`src/rtl/spi_flash_arbiter.sv`:
```
// Two-master SPI flash arbiter: one owner per chip-select window, guard gap between owners.
// Optional hold timeout with forced revoke is enabled by defining SPI_FLASH_ARB_TIMEOUT_EN.
module spi_flash_arbiter #(
    parameter int GUARD_CYCLES   = 4,
    parameter int TIMEOUT_WIDTH  = 16,
    parameter int TIMEOUT_CYCLES = 65535
) (
    input  logic       sysclk,
    input  logic       reset,
    input  logic       dsp_enable,
    input  logic       cpu_enable,
    input  logic       dsp_spi_clk,
    input  logic       dsp_spi_mosi,
    input  logic       dsp_spi_cs_INV,
    output logic       dsp_spi_miso,
    input  logic       cpu_spi_clk,
    input  logic       cpu_spi_mosi,
    input  logic       cpu_spi_cs_INV,
    output logic       cpu_spi_miso,
    output logic       flash_clk,
    output logic       flash_mosi,
    output logic       flash_cs_INV,
    input  logic       flash_miso,
    output logic [1:0] grant,
    output logic       busy,
    output logic [7:0] collision_count,
    output logic       timeout_flag
);
    localparam logic [1:0] IDLE      = 2'd0;
    localparam logic [1:0] GRANT_DSP = 2'd1;
    localparam logic [1:0] GRANT_CPU = 2'd2;
    localparam logic [1:0] GUARD     = 2'd3;

    logic [1:0] state, state_next;
    logic [7:0] guard_cnt;
    logic       last_owner;     // 1 = CPU
    logic [1:0] dsp_cs_sync, cpu_cs_sync;
    logic       dsp_req, cpu_req, dsp_req_q, cpu_req_q;
    logic       dsp_elig, cpu_elig, timeout_hit;
    logic       dsp_denied, cpu_denied;
    logic [8:0] coll_sum;

    if (GUARD_CYCLES < 1 || GUARD_CYCLES > 255) begin : g_bad_guard
        $error("GUARD_CYCLES out of range");
    end
    if (TIMEOUT_CYCLES < 1 || longint'(TIMEOUT_CYCLES) >= (longint'(1) << TIMEOUT_WIDTH)) begin : g_bad_timeout
        $error("TIMEOUT_CYCLES does not fit TIMEOUT_WIDTH");
    end

    always_ff @(posedge sysclk or posedge reset) begin
        if (reset) begin
            dsp_cs_sync <= '1;
            cpu_cs_sync <= '1;
        end else begin
            dsp_cs_sync <= {dsp_cs_sync[0], dsp_spi_cs_INV};
            cpu_cs_sync <= {cpu_cs_sync[0], cpu_spi_cs_INV};
        end
    end

    assign dsp_req = dsp_enable & ~dsp_cs_sync[1];
    assign cpu_req = cpu_enable & ~cpu_cs_sync[1];

`ifdef SPI_FLASH_ARB_TIMEOUT_EN
    logic [TIMEOUT_WIDTH-1:0] hold_cnt;
    logic                     dsp_lock, cpu_lock, timeout_q;

    assign dsp_elig    = dsp_req & ~dsp_lock;
    assign cpu_elig    = cpu_req & ~cpu_lock;
    assign timeout_hit = ((state == GRANT_DSP && dsp_req) || (state == GRANT_CPU && cpu_req)) &&
                         (hold_cnt == TIMEOUT_WIDTH'(TIMEOUT_CYCLES - 1));
    assign timeout_flag = timeout_q;

    // A revoked owner stays locked out until its request drops, so a stuck CS cannot re-grant.
    always_ff @(posedge sysclk or posedge reset) begin
        if (reset) begin
            hold_cnt  <= '0;
            dsp_lock  <= 1'b0;
            cpu_lock  <= 1'b0;
            timeout_q <= 1'b0;
        end else begin
            hold_cnt  <= ((state == GRANT_DSP || state == GRANT_CPU) && state_next == state) ?
                         hold_cnt + 1'b1 : '0;
            if (!dsp_req)                              dsp_lock <= 1'b0;
            else if (timeout_hit && state == GRANT_DSP) dsp_lock <= 1'b1;
            if (!cpu_req)                              cpu_lock <= 1'b0;
            else if (timeout_hit && state == GRANT_CPU) cpu_lock <= 1'b1;
            timeout_q <= timeout_q | timeout_hit;
        end
    end
`else
    assign dsp_elig     = dsp_req;
    assign cpu_elig     = cpu_req;
    assign timeout_hit  = 1'b0;
    assign timeout_flag = 1'b0;
`endif

    always_comb begin
        state_next = state;
        case (state)
            IDLE: begin
                if (dsp_elig && cpu_elig) state_next = last_owner ? GRANT_DSP : GRANT_CPU;
                else if (dsp_elig)        state_next = GRANT_DSP;
                else if (cpu_elig)        state_next = GRANT_CPU;
            end
            GRANT_DSP: if (!dsp_req || timeout_hit) state_next = GUARD;
            GRANT_CPU: if (!cpu_req || timeout_hit) state_next = GUARD;
            GUARD:     if (guard_cnt == 8'(GUARD_CYCLES - 1)) state_next = IDLE;
            default:   state_next = IDLE;
        endcase
    end

    // A request edge is a collision when the next cycle does not grant it.
    assign dsp_denied = dsp_req & ~dsp_req_q & (state_next != GRANT_DSP);
    assign cpu_denied = cpu_req & ~cpu_req_q & (state_next != GRANT_CPU);
    assign coll_sum   = {1'b0, collision_count} + 9'(dsp_denied) + 9'(cpu_denied);

    always_ff @(posedge sysclk or posedge reset) begin
        if (reset) begin
            state           <= IDLE;
            guard_cnt       <= '0;
            last_owner      <= 1'b1;
            dsp_req_q       <= 1'b0;
            cpu_req_q       <= 1'b0;
            collision_count <= '0;
        end else begin
            state     <= state_next;
            guard_cnt <= (state == GUARD && state_next == GUARD) ? guard_cnt + 8'd1 : '0;
            if (state == GRANT_DSP && state_next == GUARD) last_owner <= 1'b0;
            if (state == GRANT_CPU && state_next == GUARD) last_owner <= 1'b1;
            dsp_req_q       <= dsp_req;
            cpu_req_q       <= cpu_req;
            collision_count <= (coll_sum > 9'd255) ? 8'hFF : coll_sum[7:0];
        end
    end

    always_comb begin
        grant        = 2'b00;
        flash_cs_INV = 1'b1;
        flash_clk    = 1'b0;
        flash_mosi   = 1'b0;
        dsp_spi_miso = 1'b1;
        cpu_spi_miso = 1'b1;
        case (state)
            GRANT_DSP: begin
                grant        = 2'b01;
                flash_cs_INV = dsp_spi_cs_INV | ~dsp_enable;
                flash_clk    = dsp_spi_clk;
                flash_mosi   = dsp_spi_mosi;
                dsp_spi_miso = flash_miso;
            end
            GRANT_CPU: begin
                grant        = 2'b10;
                flash_cs_INV = cpu_spi_cs_INV | ~cpu_enable;
                flash_clk    = cpu_spi_clk;
                flash_mosi   = cpu_spi_mosi;
                cpu_spi_miso = flash_miso;
            end
            default: ;
        endcase
    end

    assign busy = (state != IDLE);
endmodule

```
`config.mk`:
```
export PLATFORM = sky130hd
export DESIGN_NAME = spi_flash_arbiter
export DESIGN_NICKNAME = d
export VERILOG_FILES = /design/src/rtl/spi_flash_arbiter.sv
export SDC_FILE = /design/constraint.sdc
export NUM_CORES = 1
export LEC_CHECK = 0
export ABC_AREA = 0
export BUFFER_PORTS_ARGS = -buffer_cell sky130_fd_sc_hd__buf_2
export CORE_AREA = 4 4 54 56
export CTS_BUF_LIST = sky130_fd_sc_hd__clkbuf_8
export DETAILED_ROUTE_END_ITERATION = 16
export DIE_AREA = 0 0 58 60
export PLACE_DENSITY_LB_ADDON = 0.08
export SETUP_SLACK_MARGIN = 0.02
export SLEW_MARGIN = 30
export SYNTH_ARGS = -nofsm -noshare
export SYNTH_HDL_FRONTEND = slang
export SYNTH_SLANG_ARGS = --single-unit
```
`constraint.sdc`:
```
create_clock -name sysclk -period 3.3 [get_ports sysclk]
set_input_delay 0 -clock sysclk [delete_from_list [all_inputs] [get_ports sysclk]]
set_output_delay 0 -clock sysclk [all_outputs]
set_load 0.01 [all_outputs]
```
# [Yosys cells after proc, flatten, opt, wreduce, memory -nomap -nowiden]
# Index checks and enable logic that the tools add are counted.
[word_totals] ff_bits=25 inputBits=11 out_inout_bits=17 wordCells=58
[op_classes] add_sub_neg=3 order_cmp=1 n_eq_ne=7 mux=18 bitwise_logic=14 n_reduce_logical=7
[ops] op="two-way mux 8 bit" count=2
[ops] op="two-way mux 2 bit" count=7
[ops] op="adder 8 x 1 -> 9 bit" count=1
[ops] op="adder 9 x 1 -> 9 bit" count=1
[ops] op="greater-than comparator 9 x 8 -> 1 bit, second input constant" count=1
[ops] op="adder 8 x 1 -> 8 bit, second input constant" count=1
[ops] op="equality test 8 x 2 -> 1 bit, second input constant" count=1
[ops] op="one-hot mux 2 bit (4 select lines)" count=1
[ops] op="bitwise AND 1 bit" count=6
[ops] op="equality test 2 bit, second input constant" count=3
[ops] op="NOT 1 bit" count=6
[ops] op="one-hot mux 1 bit (2 select lines)" count=3
[ops] op="logical AND 1 bit" count=4
[ops] op="two-way mux 1 bit" count=4
[ops] op="one-hot mux 2 bit (2 select lines)" count=1
[ops] op="nonzero test 2 bit" count=2
[ops] op="equality test 2 x 1 -> 1 bit, second input constant" count=1
[ops] op="logical NOT 2 bit" count=1
[ops] op="inequality test 2 x 1 -> 1 bit, second input constant" count=1
[ops] op="inequality test 2 bit, second input constant" count=1
[ops] op="OR 1 bit" count=2

# [Longest topological paths before layout]
# Gate-level depths: netlist of run 1.
[logic_depth] depth_word=12 ltp_mapped=11 mapped_depth_nobuf=10

# [Worst setup path before layout of run 1]
# OpenSTA, ideal clock, no wires.
[synth_path] kind="reg-to-reg" from="register state[1]" to="register collision_count[3]" setup_ps=133 t_arrival_ps=2630 required_ps=3167 setup_slack_ps=537 path_stages_with_launch=11 path_buffers=1 period_less_slack_ps=2763 cell_sequence="dfrtp_1 or3b_2 a211o_1 o211ai_2 a2111oi_2 fa_1 ha_1 and3_1 clkbuf_1 nand3_1 o21ai_0"
[synth_via] elab_chain_cells=10 word_cells_on_any_way=19 classes_between="add/sub (2); order compare (1); eq/ne (5); mux (8); bitwise (2); reduce/logical (1)"
[synth_lines] element="start, declared" line_no="34" rtl="logic [1:0] state, state_next;"
[synth_lines] element="start signal, assigned" line_no="126" rtl="state <= state_next;"
[synth_lines] element="two-way mux 2 bit" line_no="103" rtl="else if (cpu_elig) state_next = GRANT_CPU;"
[synth_lines] element="two-way mux 2 bit" line_no="102" rtl="else if (dsp_elig) state_next = GRANT_DSP;"
[synth_lines] element="two-way mux 2 bit" line_no="101" rtl="if (dsp_elig && cpu_elig) state_next = last_owner ? GRANT_DSP : GRANT_CPU;"
[synth_lines] element="one-hot mux 2 bit (4 select lines) (*)" line_no="99" rtl="case (state)"
[synth_lines] element="inequality test 2 x 1 -> 1 bit" line_no="113" rtl="assign dsp_denied = dsp_req & ~dsp_req_q & (state_next != GRANT_DSP);"
[synth_lines] element="bitwise AND 1 bit" line_no="113"
[synth_lines] element="adder 8 x 1 -> 9 bit" line_no="115" rtl="assign coll_sum = {1'b0, collision_count} + 9'(dsp_denied) + 9'(cpu_denied);"
[synth_lines] element="adder 9 x 1 -> 9 bit (*)" line_no="115"
[synth_lines] element="greater-than comparator 9 x 8 -> 1 bit" line_no="132" rtl="collision_count <= (coll_sum > 9'd255) ? 8'hFF : coll_sum[7:0];"
[synth_lines] element="two-way mux 8 bit (*)" line_no="132"
[synth_lines] element="end signal, assigned" line_no="132"
[synth_lines] element="end, declared" line_no="26" rtl="output logic [7:0] collision_count,"
# Every way passes the cells marked *; elsewhere a longest branch is shown, timed or not.
# A chain may end at the register's enable or synchronous reset.

# [Worst setup path after layout of run 1]
[layout_path] from="register state[1]" to="register collision_count[5]"
# The elaborated chain is that of the path after synthesis.

==> impl_results.html, run 1 <==
<table>
<tr><th>Metric</th><th>Value</th></tr>
<tr><th colspan="2">Global routing</th></tr>
<tr><td>Met2 Usage GRT</td><td>0.292</td></tr>
<tr><td>Number of global-route vias before repair</td><td>1031</td></tr>
<tr><td>First-pass GRT wire length</td><td>4.40 mm</td></tr>
<tr><td>Initial antenna violation count</td><td>0</td></tr>
<tr><td>Most used routing layer in global routing</td><td>met2</td></tr>
<tr><td>GRT overflow</td><td>0</td></tr>
<tr><td>Maximum number of pins on one net before global-route repair</td><td>26</td></tr>
<tr><td>Total global-route track usage</td><td>0.163</td></tr>
<tr><td>GR met3 Demand/Resource</td><td>0.0367</td></tr>
<tr><td>Met1 GRT Util</td><td>0.187</td></tr>
<tr><th colspan="2">Timing</th></tr>
<tr><td># setup viols final</td><td>0</td></tr>
<tr><td>Final sum of negative setup slack</td><td>0 ns</td></tr>
<tr><td>Crit path time final</td><td>2.90 ns</td></tr>
<tr><td>Number of failing hold endpoints at the final stage</td><td>0</td></tr>
<tr><td>Post-route fraction of the period consumed by the critical path</td><td>0.879</td></tr>
<tr><td>Worst slew margin relative to its limit</td><td>0.432</td></tr>
<tr><td>Unrepaired setup endpoints after global routing</td><td>no</td></tr>
<tr><td>Fmax</td><td>345 MHz</td></tr>
<tr><td>Clock Skews</td><td>0.000992 ns</td></tr>
<tr><td>Pins over their slew limit</td><td>0</td></tr>
<tr><td>Slew of the pin with the lowest slew margin</td><td>0.847 ns</td></tr>
<tr><th colspan="2">Drt</th></tr>
<tr><td>Number of DRC markers after the initial detailed-route iteration</td><td>19</td></tr>
<tr><td>Vias after detailed routing</td><td>a little over 1000</td></tr>
<tr><td>Total DRC errors in the routed layout</td><td>0</td></tr>
<tr><td>Remaining antenna violation count after routing</td><td>0</td></tr>
<tr><td>Detailed Route WL</td><td>2.62 mm</td></tr>
<tr><td>Router iterations before antenna repair</td><td>4</td></tr>
<tr><td>Via-to-Cell Ratio</td><td>5.57</td></tr>
<tr><td>Post-DR wirelength/cell</td><td>around 14 um</td></tr>
<tr><th colspan="2">Setup path</th></tr>
<tr><td>Arrival time at the worst endpoint</td><td>3.04 ns</td></tr>
<tr><td>Startpoint kind of the worst setup timing path</td><td>register</td></tr>
<tr><td>Endpoint type of the worst setup path</td><td>register</td></tr>
<tr><td>Cell count of the worst reg-to-reg path</td><td>10</td></tr>
<tr><td>Largest driver fanout on the critical path</td><td>8</td></tr>
<tr><td>Startpoint-to-endpoint class of the critical path</td><td>register to register</td></tr>
<tr><td>Req. time, crit path</td><td>about 3.4 ns</td></tr>
<tr><th colspan="2">Layout</th></tr>
<tr><td>Top library cells by usage in the layout, fill and taps aside</td><td>sky130_fd_sc_hd__buf_2 (26), sky130_fd_sc_hd__dfrtp_1 (20), sky130_fd_sc_hd__nor3_1 (9), sky130_fd_sc_hd__inv_1 (8), sky130_fd_sc_hd__nand2_1 (8)</td></tr>
<tr><td>Commonest non-fill, non-tap cell in the layout</td><td>sky130_fd_sc_hd__buf_2</td></tr>
<tr><td>Net total in the final layout</td><td>roughly 180</td></tr>
<tr><td>Layout cell share with drive strength beyond 1</td><td>0.276</td></tr>
<tr><td>Finished Layout Cells</td><td>about 190</td></tr>
<tr><td>Inserted Diodes</td><td>0</td></tr>
<tr><td>Synth-to-layout area growth</td><td>17.7%</td></tr>
<tr><td>Fillers</td><td>199</td></tr>
<tr><th colspan="2">Floorplanning</th></tr>
<tr><td>Number of placement rows</td><td>18</td></tr>
<tr><td>Die footprint</td><td>3480 sq um</td></tr>
<tr><td>Die outline width</td><td>58 um</td></tr>
<tr><td>Initial Utilization</td><td>0.541</td></tr>
<tr><td>Area of the core</td><td>2430 sq um</td></tr>
<tr><td>I/O pin count</td><td>28</td></tr>
<tr><td>Die Span Y</td><td>approximately 60 um</td></tr>
<tr><th colspan="2">Placement</th></tr>
<tr><td>Dpl hpwl</td><td>2.03 mm</td></tr>
<tr><td>RePlAce Congestion</td><td>0.902</td></tr>
<tr><td>Placed Cells</td><td>179</td></tr>
<tr><td>Number of input and output port buffers inserted</td><td>26</td></tr>
<tr><th colspan="2">Pwr</th></tr>
<tr><td>Net switching share of the total power</td><td>0.414</td></tr>
<tr><td>Cell Int Power</td><td>0.000708 W</td></tr>
<tr><td>Pwr dens</td><td>781 nW/um^2</td></tr>
<tr><td>Reg power frac</td><td>0.375</td></tr>
<tr><td>Switching pwr</td><td>0.000500 W</td></tr>
<tr><td>Pleak</td><td>0.728 nW</td></tr>
<tr><td>Peak supply drop</td><td>0.000540 V</td></tr>
<tr><td>Proportion of power drawn by the clock network</td><td>0.146</td></tr>
<tr><td>Logic gate share of total power</td><td>0.479</td></tr>
<tr><th colspan="2">Logic synthesis</th></tr>
<tr><td>Total nets after synthesis</td><td>~140</td></tr>
<tr><td>Sequential cell area fraction in the yosys report</td><td>0.480</td></tr>
<tr><td>Primary FF master, synth</td><td>sky130_fd_sc_hd__dfrtp_1</td></tr>
<tr><td>Number of synthesized register bits</td><td>25</td></tr>
<tr><td>FFs w/ async S/R, synth</td><td>1.00</td></tr>
<tr><td>Instance count of the mapped netlist</td><td>125</td></tr>
<tr><td>Per-instance average area after synthesis</td><td>10.5 sq um</td></tr>
<tr><td>Library cells used by synthesis</td><td>a little over 40</td></tr>
<tr><td>Mapped cell area</td><td>about 1300 sq um</td></tr>
<tr><td>EDFF count, synth</td><td>0</td></tr>
<tr><td>Number of warnings reported in the yosys synthesis log</td><td>0</td></tr>
<tr><th colspan="2">Flow run</th></tr>
<tr><td>Max-capacitance violation count</td><td>0</td></tr>
<tr><th colspan="2">Worst hold path</th></tr>
<tr><td>Path category of the worst min-delay check</td><td>input pin to register</td></tr>
<tr><td>Worst hold path depth</td><td>2</td></tr>
<tr><th colspan="2">Clock network</th></tr>
<tr><td>CTS tree</td><td>yes</td></tr>
<tr><td>Number of instances resized during post-cts repair</td><td>0</td></tr>
<tr><td>Number of sinks driven by the clock tree</td><td>25</td></tr>
<tr><td>Clock transition at path regs</td><td>0.08 ns</td></tr>
<tr><td>TritonCTS buffer count</td><td>3</td></tr>
<tr><td>Number of levels the H-tree was split into</td><td>1</td></tr>
<tr><td>Largest buffer count on any clock path</td><td>2</td></tr>
<tr><td>Skew-Pair Late Insertion Delay</td><td>0.26 ns</td></tr>
<tr><td>Clock tree root buffer cell</td><td>sky130_fd_sc_hd__clkbuf_8</td></tr>
<tr><th colspan="2">Run status</th></tr>
<tr><td>Outcome</td><td>finished clean</td></tr>
</table>
## state kept, by name, summed over array words and instances (netlist names)
| name | flops |
|---|---|
| state | 2 |
| collision_count | 8 |
| last_owner | 1 |
| cpu_cs_sync | 2 |
| dsp_cs_sync | 2 |
| cpu_req_q | 1 |
| guard_cnt | 8 |
| dsp_req_q | 1 |
## cell type report
| type | instances | area [sq um] | area share |
|---|---|---|---|
| inverter | 9 | 33.8 | 0.0218 |
| sequential | 25 | 632 | 0.408 |
| multi-input combinational | 89 | 638 | 0.412 |
| tap | 30 | 37.5 | 0.0243 |
| clock buffer | 3 | 41.3 | 0.0267 |
| timing repair buffer | 29 | 160 | 0.103 |
| clock inverter | 1 | 5.00 | 0.00323 |
## stage by stage
stage	cell area, sq um	power (W)	hold slack, ns	setup WS, ns	utilization
floorplan	1320	0.000855	0.00448	0.537	-
global placement	1470	0.00103	0.125	0.464	0.605
detailed placement	1470	0.00104	0.125	0.414	0.605
CTS	1550	0.00122	0.0589	0.393	0.636
global route	1550	0.00131	0.0690	0.139	0.636
finish	1550	0.00121	0.0648	0.400	0.636
## cell families (layout without fill, tap and decap cells)
family / count (synthesis) / in the layout / synth area share
adders and majority gates: 8 / 8 / 0.0818
buffers and inverters: 11 / 42 / 0.0343
xor gates and xnor gates: 8 / 8 / 0.0533
and+or+nand+nor: 45 / 45 / 0.190
other: 1 / 1 / 0.00285
DFF: 25 / 25 / 0.480
AOI/OAI and AO/OA: 27 / 27 / 0.157
## cells in the mapped netlist (2+ instances only)
cell type	instances	area (sq um)
sky130_fd_sc_hd__a211o_1	2	17.5
sky130_fd_sc_hd__a21oi_1	2	10.0
sky130_fd_sc_hd__a22oi_1	2	15.0
sky130_fd_sc_hd__a31oi_1	5	31.3
sky130_fd_sc_hd__and3_1	3	18.8
sky130_fd_sc_hd__dfrtp_1	20	500
sky130_fd_sc_hd__dfstp_2	5	131
sky130_fd_sc_hd__ha_1	7	87.6
sky130_fd_sc_hd__inv_1	9	33.8
sky130_fd_sc_hd__nand2_1	8	30.0
sky130_fd_sc_hd__nand2b_1	4	25.0
sky130_fd_sc_hd__nand3_1	5	25.0
sky130_fd_sc_hd__nor2_1	4	15.0
sky130_fd_sc_hd__nor2b_1	4	25.0
sky130_fd_sc_hd__nor3_1	9	45.0
sky130_fd_sc_hd__o211ai_1	2	15.0
sky130_fd_sc_hd__o21ai_0	4	20.0
sky130_fd_sc_hd__xnor2_1	6	52.6
sky130_fd_sc_hd__xor2_1	2	17.5
## routing by layer
layer / part of all wire / wire [um] / vias to the layer above
li1: - / - / 503
met2: 0.51 / 1340 / 26
met5: 0 / 0 / -
met1: 0.42 / 1110 / 505
met3: 0.056 / 148 / 2
met4: 0.0095 / 25 / 0
## timing repair
| item | CTS | global route |
|---|---|---|
| hold buffers | 3 | 0 |
| setup endpoints to repair | 0 | 0 |
| buffers inserted | 0 | 0 |
| hold endpoints to repair | 22 | 0 |
## worst paths after layout
kind	startpoint	endpoint	slack (ns)
hold / removal	dsp_enable	dsp_req_q	0.06
min in group asynchronous	reset	collision_count[1]	0.35
setup reg to reg	state[1]	collision_count[5]	0.40
max in group asynchronous	reset	collision_count[7]	2.56
hold reg to reg	cpu_cs_sync[0]	cpu_cs_sync[1]	0.36
setup / recovery	state[1]	collision_count[5]	0.40
## critical path, stage by stage (launching register included)
cell                       delay, ns
sky130_fd_sc_hd__dfrtp_1        0.44
sky130_fd_sc_hd__inv_1          0.18
sky130_fd_sc_hd__ha_1           0.36
sky130_fd_sc_hd__a211o_1        0.25
sky130_fd_sc_hd__o211ai_2       0.12
sky130_fd_sc_hd__o21a_1         0.22
sky130_fd_sc_hd__fa_1           0.43
sky130_fd_sc_hd__ha_1           0.22
sky130_fd_sc_hd__and3_1         0.24
sky130_fd_sc_hd__nand3_1        0.20
sky130_fd_sc_hd__o21ai_0        0.12
## power by group through the flow
stage	clock, W	sequential [W]	combinational, W
CTS	0.000182	0.000454	0.000589
global route	0.000194	0.000467	0.000648
finish	0.000176	0.000453	0.000579
detailed placement	0	0.000458	0.000585
floorplan	0	0.000460	0.000396
global placement	0	0.000458	0.000575
(Power assumes the default switching activity.)
==> inputs of run 2 (changes only) <==
--- a/config.mk
+++ b/config.mk
@@ -7,10 +7,10 @@
 export LEC_CHECK = 0
 export ABC_AREA = 0
 export BUFFER_PORTS_ARGS = -buffer_cell sky130_fd_sc_hd__buf_2
-export CORE_AREA = 4 4 54 56
+export CORE_AREA = 2 2 52 54
 export CTS_BUF_LIST = sky130_fd_sc_hd__clkbuf_8
 export DETAILED_ROUTE_END_ITERATION = 16
-export DIE_AREA = 0 0 58 60
+export DIE_AREA = 0 0 54 56
 export PLACE_DENSITY_LB_ADDON = 0.08
 export SETUP_SLACK_MARGIN = 0.02
 export SLEW_MARGIN = 30
==> constraint.sdc (replaced) <==
create_clock -name sysclk -period 3 [get_ports sysclk]
set_input_delay 0 -clock sysclk [delete_from_list [all_inputs] [get_ports sysclk]]
set_output_delay 0 -clock sysclk [all_outputs]
set_load 0.01 [all_outputs]
==> run 2 against run 1 <==
  * Sequential power grew 12%
  * First-iteration DRC count shrank 53%
  * Fmax grew 1.5%
  * Core utilization grew 2.0 points
  * Via count grew 2.5%
  * Die area shrank 13%
  * Non-clock buffer count grew 3
  * Cell area grew 3.1%
  * Clock skew is essentially flat
  * Combinational power grew 22%
  * Cell count grew 1.6%
  * Count of clock-buffer cells in the layout is the same
  * Critical endpoint is now collision_count[6]
  * Largest cell class unchanged
  * Largest power group unchanged
==> impl_results.html, run 2 (synthesis gave the netlist of run 1 again) <==
<table>
<tr><th>Metric</th><th>Value</th></tr>
<tr><th colspan="2">Run status</th></tr>
<tr><td>Outcome</td><td>finished clean</td></tr>
<tr><th colspan="2">Layout</th></tr>
<tr><td>Layout cell share with drive strength beyond 1</td><td>0.327</td></tr>
<tr><td>Area taken by multi-input logic gates</td><td>662 sq um</td></tr>
<tr><td>Commonest non-fill, non-tap cell in the layout</td><td>sky130_fd_sc_hd__buf_2</td></tr>
<tr><td>Top library cells by usage in the layout, fill and taps aside</td><td>sky130_fd_sc_hd__buf_2 (26), sky130_fd_sc_hd__dfrtp_1 (18), sky130_fd_sc_hd__inv_1 (9), sky130_fd_sc_hd__nor3_1 (9), sky130_fd_sc_hd__nand2_1 (8)</td></tr>
<tr><td>Finished Layout Cells</td><td>around 190</td></tr>
<tr><td>Fillers</td><td>197</td></tr>
<tr><td>Synth-to-layout area growth</td><td>21.3%</td></tr>
<tr><td>Net total in the final layout</td><td>179</td></tr>
<tr><td>Fraction of the core area covered by cells at the end of the flow</td><td>0.656</td></tr>
<tr><td>Register area</td><td>about 630 sq um</td></tr>
<tr><td>Inserted Diodes</td><td>0</td></tr>
<tr><td>Registers with the most flip-flops</td><td>collision_count: 8 flops, guard_cnt: 8 flops</td></tr>
<tr><th colspan="2">Placement</th></tr>
<tr><td>Dpl hpwl</td><td>2.06 mm</td></tr>
<tr><td>Pre-CTS setup slack</td><td>0.0912 ns</td></tr>
<tr><td>Placed Cells</td><td>180</td></tr>
<tr><td>RePlAce Congestion</td><td>~0.89</td></tr>
<tr><td>Number of input and output port buffers inserted</td><td>26</td></tr>
<tr><th colspan="2">Setup path</th></tr>
<tr><td>Req. time, crit path</td><td>3.13 ns</td></tr>
<tr><td>Arrival time at the worst endpoint</td><td>about 3 ns</td></tr>
<tr><td>Cell breakdown of the critical path</td><td>or3b_2, a211o_1, o211ai_2, a2111oi_4, fa_2, ha_1, and3_2, a31oi_1, a41oi_1</td></tr>
<tr><td>Startpoint-to-endpoint class of the critical path</td><td>register to register</td></tr>
<tr><td>Largest driver fanout on the critical path</td><td>5</td></tr>
<tr><td>Slowest stage cell on the critical path</td><td>sky130_fd_sc_hd__or3b_2</td></tr>
<tr><td>Startpoint kind of the worst setup timing path</td><td>register</td></tr>
<tr><td>Kind of cell adding the most delay to the critical path</td><td>compound AO/OA/AOI/OAI gates</td></tr>
<tr><td>Sum of buffers and inverters on the critical path</td><td>0</td></tr>
<tr><td>Endpoint type of the worst setup path</td><td>register</td></tr>
<tr><td>Maximum single-stage delay on the critical path</td><td>0.45 ns</td></tr>
<tr><th colspan="2">Clock network</th></tr>
<tr><td>Largest buffer count on any clock path</td><td>2</td></tr>
<tr><td>TritonCTS buffer count</td><td>3</td></tr>
<tr><td>Number of levels the H-tree was split into</td><td>1</td></tr>
<tr><td>Number of sinks driven by the clock tree</td><td>25</td></tr>
<tr><td>Clock transition at path regs</td><td>0.08 ns</td></tr>
<tr><td>Skew-Pair Late Insertion Delay</td><td>0.27 ns</td></tr>
<tr><td>CTS tree</td><td>yes</td></tr>
<tr><td>Clock tree root buffer cell</td><td>sky130_fd_sc_hd__clkbuf_8</td></tr>
<tr><th colspan="2">Global routing</th></tr>
<tr><td>GRT overflow</td><td>0</td></tr>
<tr><td>Number of global-route vias before repair</td><td>around 1100</td></tr>
<tr><td>Total global-route track usage</td><td>0.211</td></tr>
<tr><td>Maximum number of pins on one net before global-route repair</td><td>26</td></tr>
<tr><td>Initial antenna violation count</td><td>0</td></tr>
<tr><td>First-pass GRT wire length</td><td>approximately 4.7 mm</td></tr>
<tr><th colspan="2">Timing</th></tr>
<tr><td>Worst slew margin relative to its limit</td><td>0.600</td></tr>
<tr><td>Post-route worst hold slack</td><td>0.0541 ns</td></tr>
<tr><td># setup viols final</td><td>0</td></tr>
<tr><td>Final sum of negative setup slack</td><td>0 ns</td></tr>
<tr><td>Slew of the pin with the lowest slew margin</td><td>0.596 ns</td></tr>
<tr><td>Number of failing hold endpoints at the final stage</td><td>0</td></tr>
<tr><td>Unrepaired setup endpoints after global routing</td><td>no</td></tr>
<tr><td>Worst path setup slack after routing</td><td>between 0.1 and 0.15 ns</td></tr>
<tr><td>Pins over their slew limit</td><td>0</td></tr>
<tr><td>Clock Skews</td><td>between 0.0008 and 0.0009 ns</td></tr>
<tr><td>Crit path time final</td><td>between 2 and 3 ns</td></tr>
<tr><td>Post-route fraction of the period consumed by the critical path</td><td>0.952</td></tr>
<tr><td>Fmax</td><td>350 MHz</td></tr>
<tr><th colspan="2">Drt</th></tr>
<tr><td>Detailed Route WL</td><td>2.81 mm</td></tr>
<tr><td>Router iterations before antenna repair</td><td>4</td></tr>
<tr><td>Via-to-Cell Ratio</td><td>between 5 and 6</td></tr>
<tr><td>Total DRC errors in the routed layout</td><td>0</td></tr>
<tr><td>Post-DR wirelength/cell</td><td>14.9 um</td></tr>
<tr><td>Vias after detailed routing</td><td>between 1000 and 1500</td></tr>
<tr><td>Number of DRC markers after the initial detailed-route iteration</td><td>9</td></tr>
<tr><td>Remaining antenna violation count after routing</td><td>0</td></tr>
<tr><th colspan="2">Floorplanning</th></tr>
<tr><td>Initial Utilization</td><td>0.541</td></tr>
<tr><td>Number of placement rows</td><td>18</td></tr>
<tr><td>I/O pin count</td><td>28</td></tr>
<tr><td>Area of the core</td><td>2430 sq um</td></tr>
<tr><td>Die footprint</td><td>3020 sq um</td></tr>
<tr><td>Die Span Y</td><td>56 um</td></tr>
<tr><td>Die outline width</td><td>approximately 54 um</td></tr>
<tr><th colspan="2">Pwr</th></tr>
<tr><td>Peak supply drop</td><td>0.000570 V</td></tr>
<tr><td>Pwr dens</td><td>884 nW/um^2</td></tr>
<tr><td>Pleak</td><td>0.742 nW</td></tr>
<tr><th colspan="2">Flow run</th></tr>
<tr><td>Max-capacitance violation count</td><td>0</td></tr>
<tr><th colspan="2">Worst hold path</th></tr>
<tr><td>Path category of the worst min-delay check</td><td>input pin to register</td></tr>
</table>
-- run 2: layout make-up --
cell class | count | area share
timing repair buffer | 32 | 0.115
multi-input combinational | 89 | 0.415
clock buffer | 3 | 0.0259
sequential | 25 | 0.398
clock inverter | 1 | 0.00235
inverter | 9 | 0.0212
tap | 30 | 0.0235
-- run 2: per-stage QoR --
| step | cell area (sq um) | total power [W] |
|---|---|---|
| final | 1600 | 0.00141 |
| after CTS | 1550 | 0.00136 |
| after global routing | 1600 | 0.00152 |
| after detailed placement | 1480 | 0.00116 |
| after floorplan | 1320 | 0.000941 |
| after global placement | 1480 | 0.00114 |
-- run 2: layer usage --
metal	share of wire	vias up	global-route usage
li1	-	508	-
met1	0.42	524	0.260
met2	0.52	25	0.362
met3	0.041	5	0.0403
met4	0.015	0	0.0643
met5	0	-	0
-- run 2: path summary, 6_finish.rpt --
path / start / end / slack [ns] / depth (start not counted)
setup / recovery: state[1] / collision_count[6] / 0.14 / 9
hold / removal: dsp_enable / dsp_req_q / 0.05 / 2
setup reg to reg: state[1] / collision_count[6] / 0.14 / 9
hold reg to reg: dsp_cs_sync[0] / dsp_cs_sync[1] / 0.36 / 0
max in group asynchronous: reset / state[0] / 2.33 / 3
min in group asynchronous: reset / collision_count[0] / 0.30 / 3
-- run 2: repair_timing --
action / in CTS / in global routing
hold buffers: 3 / 0
gates resized for setup: 0 / 7
buffers inserted: 0 / 2
endpoints found under the hold margin: 22 / 0
setup endpoints to repair: 0 / 8
-- run 2: where the power goes --
part           leakage [nW]  internal (W)  switching, W
sequential            0.312      0.000422     0.0000874
combinational         0.404      0.000308      0.000398
clock                0.0269     0.0000917      0.000104
==> inputs of run 3 (changes only) <==
--- a/config.mk
+++ b/config.mk
@@ -12,7 +12,7 @@
 export DETAILED_ROUTE_END_ITERATION = 16
 export DIE_AREA = 0 0 54 56
 export PLACE_DENSITY_LB_ADDON = 0.08
-export SETUP_SLACK_MARGIN = 0.02
+export SETUP_SLACK_MARGIN = 0.4
 export SLEW_MARGIN = 30
 export SYNTH_ARGS = -nofsm -noshare
 export SYNTH_HDL_FRONTEND = slang
==> constraint.sdc (replaced) <==
create_clock -name sysclk -period 2.9 [get_ports sysclk]
set_input_delay 0 -clock sysclk [delete_from_list [all_inputs] [get_ports sysclk]]
set_output_delay 0 -clock sysclk [all_outputs]
set_load 0.01 [all_outputs]
==> run 3 against run 2 <==
  * Flip-flop and latch count stayed put
  * Count of clock-buffer cells in the layout unchanged
  * Die area did not move
  * Sequential share of layout area shrank 3.6 points
  * Sequential power grew 3%
  * Fmax is 8.1% higher
  * Setup slack improved by 0.12 ns
  * Critical path type unchanged
==> impl_results.html, run 3 (synthesis gave the netlist of run 1 again) <==
<table>
<tr><th>Metric</th><th>Value</th></tr>
<tr><th colspan="2">Timing</th></tr>
<tr><td>Worst slew margin relative to its limit</td><td>0.602</td></tr>
<tr><td>Worst path setup slack after routing</td><td>0.258 ns</td></tr>
<tr><td>Unrepaired setup endpoints after global routing</td><td>yes</td></tr>
<tr><td>Crit path time final</td><td>roughly 2.6 ns</td></tr>
<tr><td>Pins over their slew limit</td><td>0</td></tr>
<tr><td>Fmax</td><td>between 300 and 400 MHz</td></tr>
<tr><td>Clock Skews</td><td>0.0124 ns</td></tr>
<tr><td>Final sum of negative setup slack</td><td>0 ns</td></tr>
<tr><td># setup viols final</td><td>0</td></tr>
<tr><td>Number of failing hold endpoints at the final stage</td><td>0</td></tr>
<tr><td>Post-route fraction of the period consumed by the critical path</td><td>0.911</td></tr>
<tr><td>Slew of the pin with the lowest slew margin</td><td>0.594 ns</td></tr>
<tr><th colspan="2">Worst hold path</th></tr>
<tr><td>Worst hold path depth</td><td>2</td></tr>
<tr><td>Worst Hold End</td><td>dsp_req_q</td></tr>
<tr><td>Worst Hold Launch</td><td>dsp_enable</td></tr>
<tr><td>Path category of the worst min-delay check</td><td>input pin to register</td></tr>
<tr><th colspan="2">Pwr</th></tr>
<tr><td>Pwr dens</td><td>939 nW/um^2</td></tr>
<tr><td>Sum of internal, switching and leakage power</td><td>0.00165 W</td></tr>
<tr><td>Pleak</td><td>slightly below 0.8 nW</td></tr>
<tr><td>Peak supply drop</td><td>0.000672 V</td></tr>
<tr><th colspan="2">Floorplanning</th></tr>
<tr><td>Area of the core</td><td>2430 sq um</td></tr>
<tr><td>Initial Utilization</td><td>0.541</td></tr>
<tr><td>I/O pin count</td><td>28</td></tr>
<tr><td>Die outline width</td><td>54 um</td></tr>
<tr><td>Die footprint</td><td>3020 sq um</td></tr>
<tr><td>Die Span Y</td><td>56 um</td></tr>
<tr><td>Number of placement rows</td><td>18</td></tr>
<tr><th colspan="2">Setup path</th></tr>
<tr><td>Cell breakdown of the critical path</td><td>or3b_4, a211o_1, o211ai_2, a2111oi_4, fa_2, ha_4, and3_4, a31oi_1, a41oi_1</td></tr>
<tr><td>Endpoint type of the worst setup path</td><td>register</td></tr>
<tr><td>Req. time, crit path</td><td>3.03 ns</td></tr>
<tr><td>Kind of cell adding the most delay to the critical path</td><td>compound AO/OA/AOI/OAI gates</td></tr>
<tr><td>Internal reg-to-reg setup slack</td><td>0.26 ns</td></tr>
<tr><td>Cell count of the worst reg-to-reg path</td><td>9</td></tr>
<tr><td>Endpoint of the worst-slack reg-to-reg timing path</td><td>collision_count[6]</td></tr>
<tr><td>Startpoint kind of the worst setup timing path</td><td>register</td></tr>
<tr><td>Maximum single-stage delay on the critical path</td><td>0.44 ns</td></tr>
<tr><td>Startpoint-to-endpoint class of the critical path</td><td>register to register</td></tr>
<tr><td>Largest driver fanout on the critical path</td><td>5</td></tr>
<tr><td>Arrival time at the worst endpoint</td><td>2.77 ns</td></tr>
<tr><td>Sum of buffers and inverters on the critical path</td><td>0</td></tr>
<tr><td>Reg-to-Reg Start</td><td>state[1]</td></tr>
<tr><td>Crit. Startpoint</td><td>state[1]</td></tr>
<tr><td>Slowest stage cell on the critical path</td><td>sky130_fd_sc_hd__dfrtp_2</td></tr>
<tr><th colspan="2">Drt</th></tr>
<tr><td>Number of DRC markers after the initial detailed-route iteration</td><td>12</td></tr>
<tr><td>Detailed Route WL</td><td>2.83 mm</td></tr>
<tr><td>Remaining antenna violation count after routing</td><td>0</td></tr>
<tr><td>Router iterations before antenna repair</td><td>4</td></tr>
<tr><td>Vias after detailed routing</td><td>1088</td></tr>
<tr><td>Total DRC errors in the routed layout</td><td>0</td></tr>
<tr><td>Post-DR wirelength/cell</td><td>14.5 um</td></tr>
<tr><td>Via-to-Cell Ratio</td><td>5.58</td></tr>
<tr><th colspan="2">Layout</th></tr>
<tr><td>Inserted Diodes</td><td>0</td></tr>
<tr><td>Top library cells by usage in the layout, fill and taps aside</td><td>sky130_fd_sc_hd__buf_2 (26), sky130_fd_sc_hd__dfrtp_1 (18), sky130_fd_sc_hd__nor3_1 (9), sky130_fd_sc_hd__buf_4 (9)</td></tr>
<tr><td>Commonest non-fill, non-tap cell in the layout</td><td>sky130_fd_sc_hd__buf_2</td></tr>
<tr><td>Layout cell share with drive strength beyond 1</td><td>0.412</td></tr>
<tr><td>Net total in the final layout</td><td>185</td></tr>
<tr><td>Synth-to-layout area growth</td><td>33.4%</td></tr>
<tr><td>Registers with the most flip-flops</td><td>collision_count: 8 flops, guard_cnt: 8 flops</td></tr>
<tr><th colspan="2">Global routing</th></tr>
<tr><td>Number of global-route vias before repair</td><td>1031</td></tr>
<tr><td>Initial antenna violation count</td><td>0</td></tr>
<tr><td>First-pass GRT wire length</td><td>4.82 mm</td></tr>
<tr><td>Total global-route track usage</td><td>0.215</td></tr>
<tr><td>Maximum number of pins on one net before global-route repair</td><td>26</td></tr>
<tr><td>GRT overflow</td><td>0</td></tr>
<tr><th colspan="2">Placement</th></tr>
<tr><td>RePlAce Congestion</td><td>0.843</td></tr>
<tr><td>Dpl hpwl</td><td>1.89 mm</td></tr>
<tr><td>Pre-CTS setup slack</td><td>0.131 ns</td></tr>
<tr><td>Number of input and output port buffers inserted</td><td>26</td></tr>
<tr><th colspan="2">Clock network</th></tr>
<tr><td>Number of levels the H-tree was split into</td><td>1</td></tr>
<tr><td>TritonCTS buffer count</td><td>3</td></tr>
<tr><td>Clock tree root buffer cell</td><td>sky130_fd_sc_hd__clkbuf_8</td></tr>
<tr><td>Largest buffer count on any clock path</td><td>2</td></tr>
<tr><td>Skew-Pair Late Insertion Delay</td><td>around 0.27 ns</td></tr>
<tr><td>CTS tree</td><td>yes</td></tr>
<tr><td>Number of sinks driven by the clock tree</td><td>25</td></tr>
<tr><td>Clock transition at path regs</td><td>0.09 ns</td></tr>
<tr><th colspan="2">Run status</th></tr>
<tr><td>Outcome</td><td>finished clean</td></tr>
<tr><th colspan="2">Flow run</th></tr>
<tr><td>Max-capacitance violation count</td><td>0</td></tr>
</table>
[run 3: cell types whose count changed in the layout (fill, tap and decap cells not counted), sizes merged]
cell,delta
buf,+6
inv,-1
clkinvlp,+1
[run 3: final cells by class]
| type | instances | area [sq um] |
|---|---|---|
| Clock buffer | 3 | 41.3 |
| Clock inverter | 1 | 7.51 |
| Fill cell | 186 | 678 |
| Inverter | 9 | 33.8 |
| Multi-Input combinational cell | 89 | 772 |
| Sequential cell | 25 | 634 |
| Tap cell | 30 | 37.5 |
| Timing Repair Buffer | 38 | 228 |
[run 3: through the flow]
step                cells  utilization  hold WS (ns)  cell area [sq um]
finish                195        0.721        0.0702               1750
global route          195        0.721        0.0729               1750
CTS                   195        0.711        0.0413               1730
detailed placement    179        0.622         0.118               1510
global placement      179        0.622         0.119               1510
floorplan             125            -       0.00448               1360
[run 3: routing by layer]
metal,global-route usage,up-vias,part of all wire
li1,-,524,-
met1,0.315,524,0.47
met2,0.322,34,0.46
met3,0.0376,6,0.050
met4,0.0643,0,0.014
met5,0,-,0
[run 3: worst register-to-register path, stage by stage, from the launching register on]
cell and delay [ns]:
sky130_fd_sc_hd__dfrtp_2 0.44, sky130_fd_sc_hd__or3b_4 0.40, sky130_fd_sc_hd__a211o_1 0.33, sky130_fd_sc_hd__o211ai_2 0.26, sky130_fd_sc_hd__a2111oi_4 0.11, sky130_fd_sc_hd__fa_2 0.39
sky130_fd_sc_hd__ha_4 0.18, sky130_fd_sc_hd__and3_4 0.17, sky130_fd_sc_hd__a31oi_1 0.17, sky130_fd_sc_hd__a41oi_1 0.06
[run 3: worst max-delay path by stage]
| stage | end | slack, ns | cells after the start |
|---|---|---|---|
| 2_1_floorplan | collision_count[6] | 0.27 | 10 |
| 3_3_place_gp | collision_count[6] | 0.20 | 9 |
| 3_5_place_dp | collision_count[6] | 0.13 | 10 |
| 4_1_cts | collision_count[6] | 0.28 | 9 |
| 5_1_grt | collision_count[6] | 0.17 | 9 |
| 6_report | collision_count[6] | 0.26 | 9 |
[run 3: report_power, final]
part | total (W) | switching, W | internal [W]
Sequential | 0.000524 | 0.0000876 | 0.000436
Clock | 0.000209 | 0.000111 | 0.0000974
Combinational | 0.000915 | 0.000471 | 0.000444
[run 3: timing repair]
action / in CTS / in global routing
buffers inserted: 9 / 0
endpoints found under the setup margin: 8 / 8
pin swaps: 6 / 0
endpoints found under the hold margin: 22 / 0
hold buffers: 3 / 0
gates resized for setup: 12 / 5
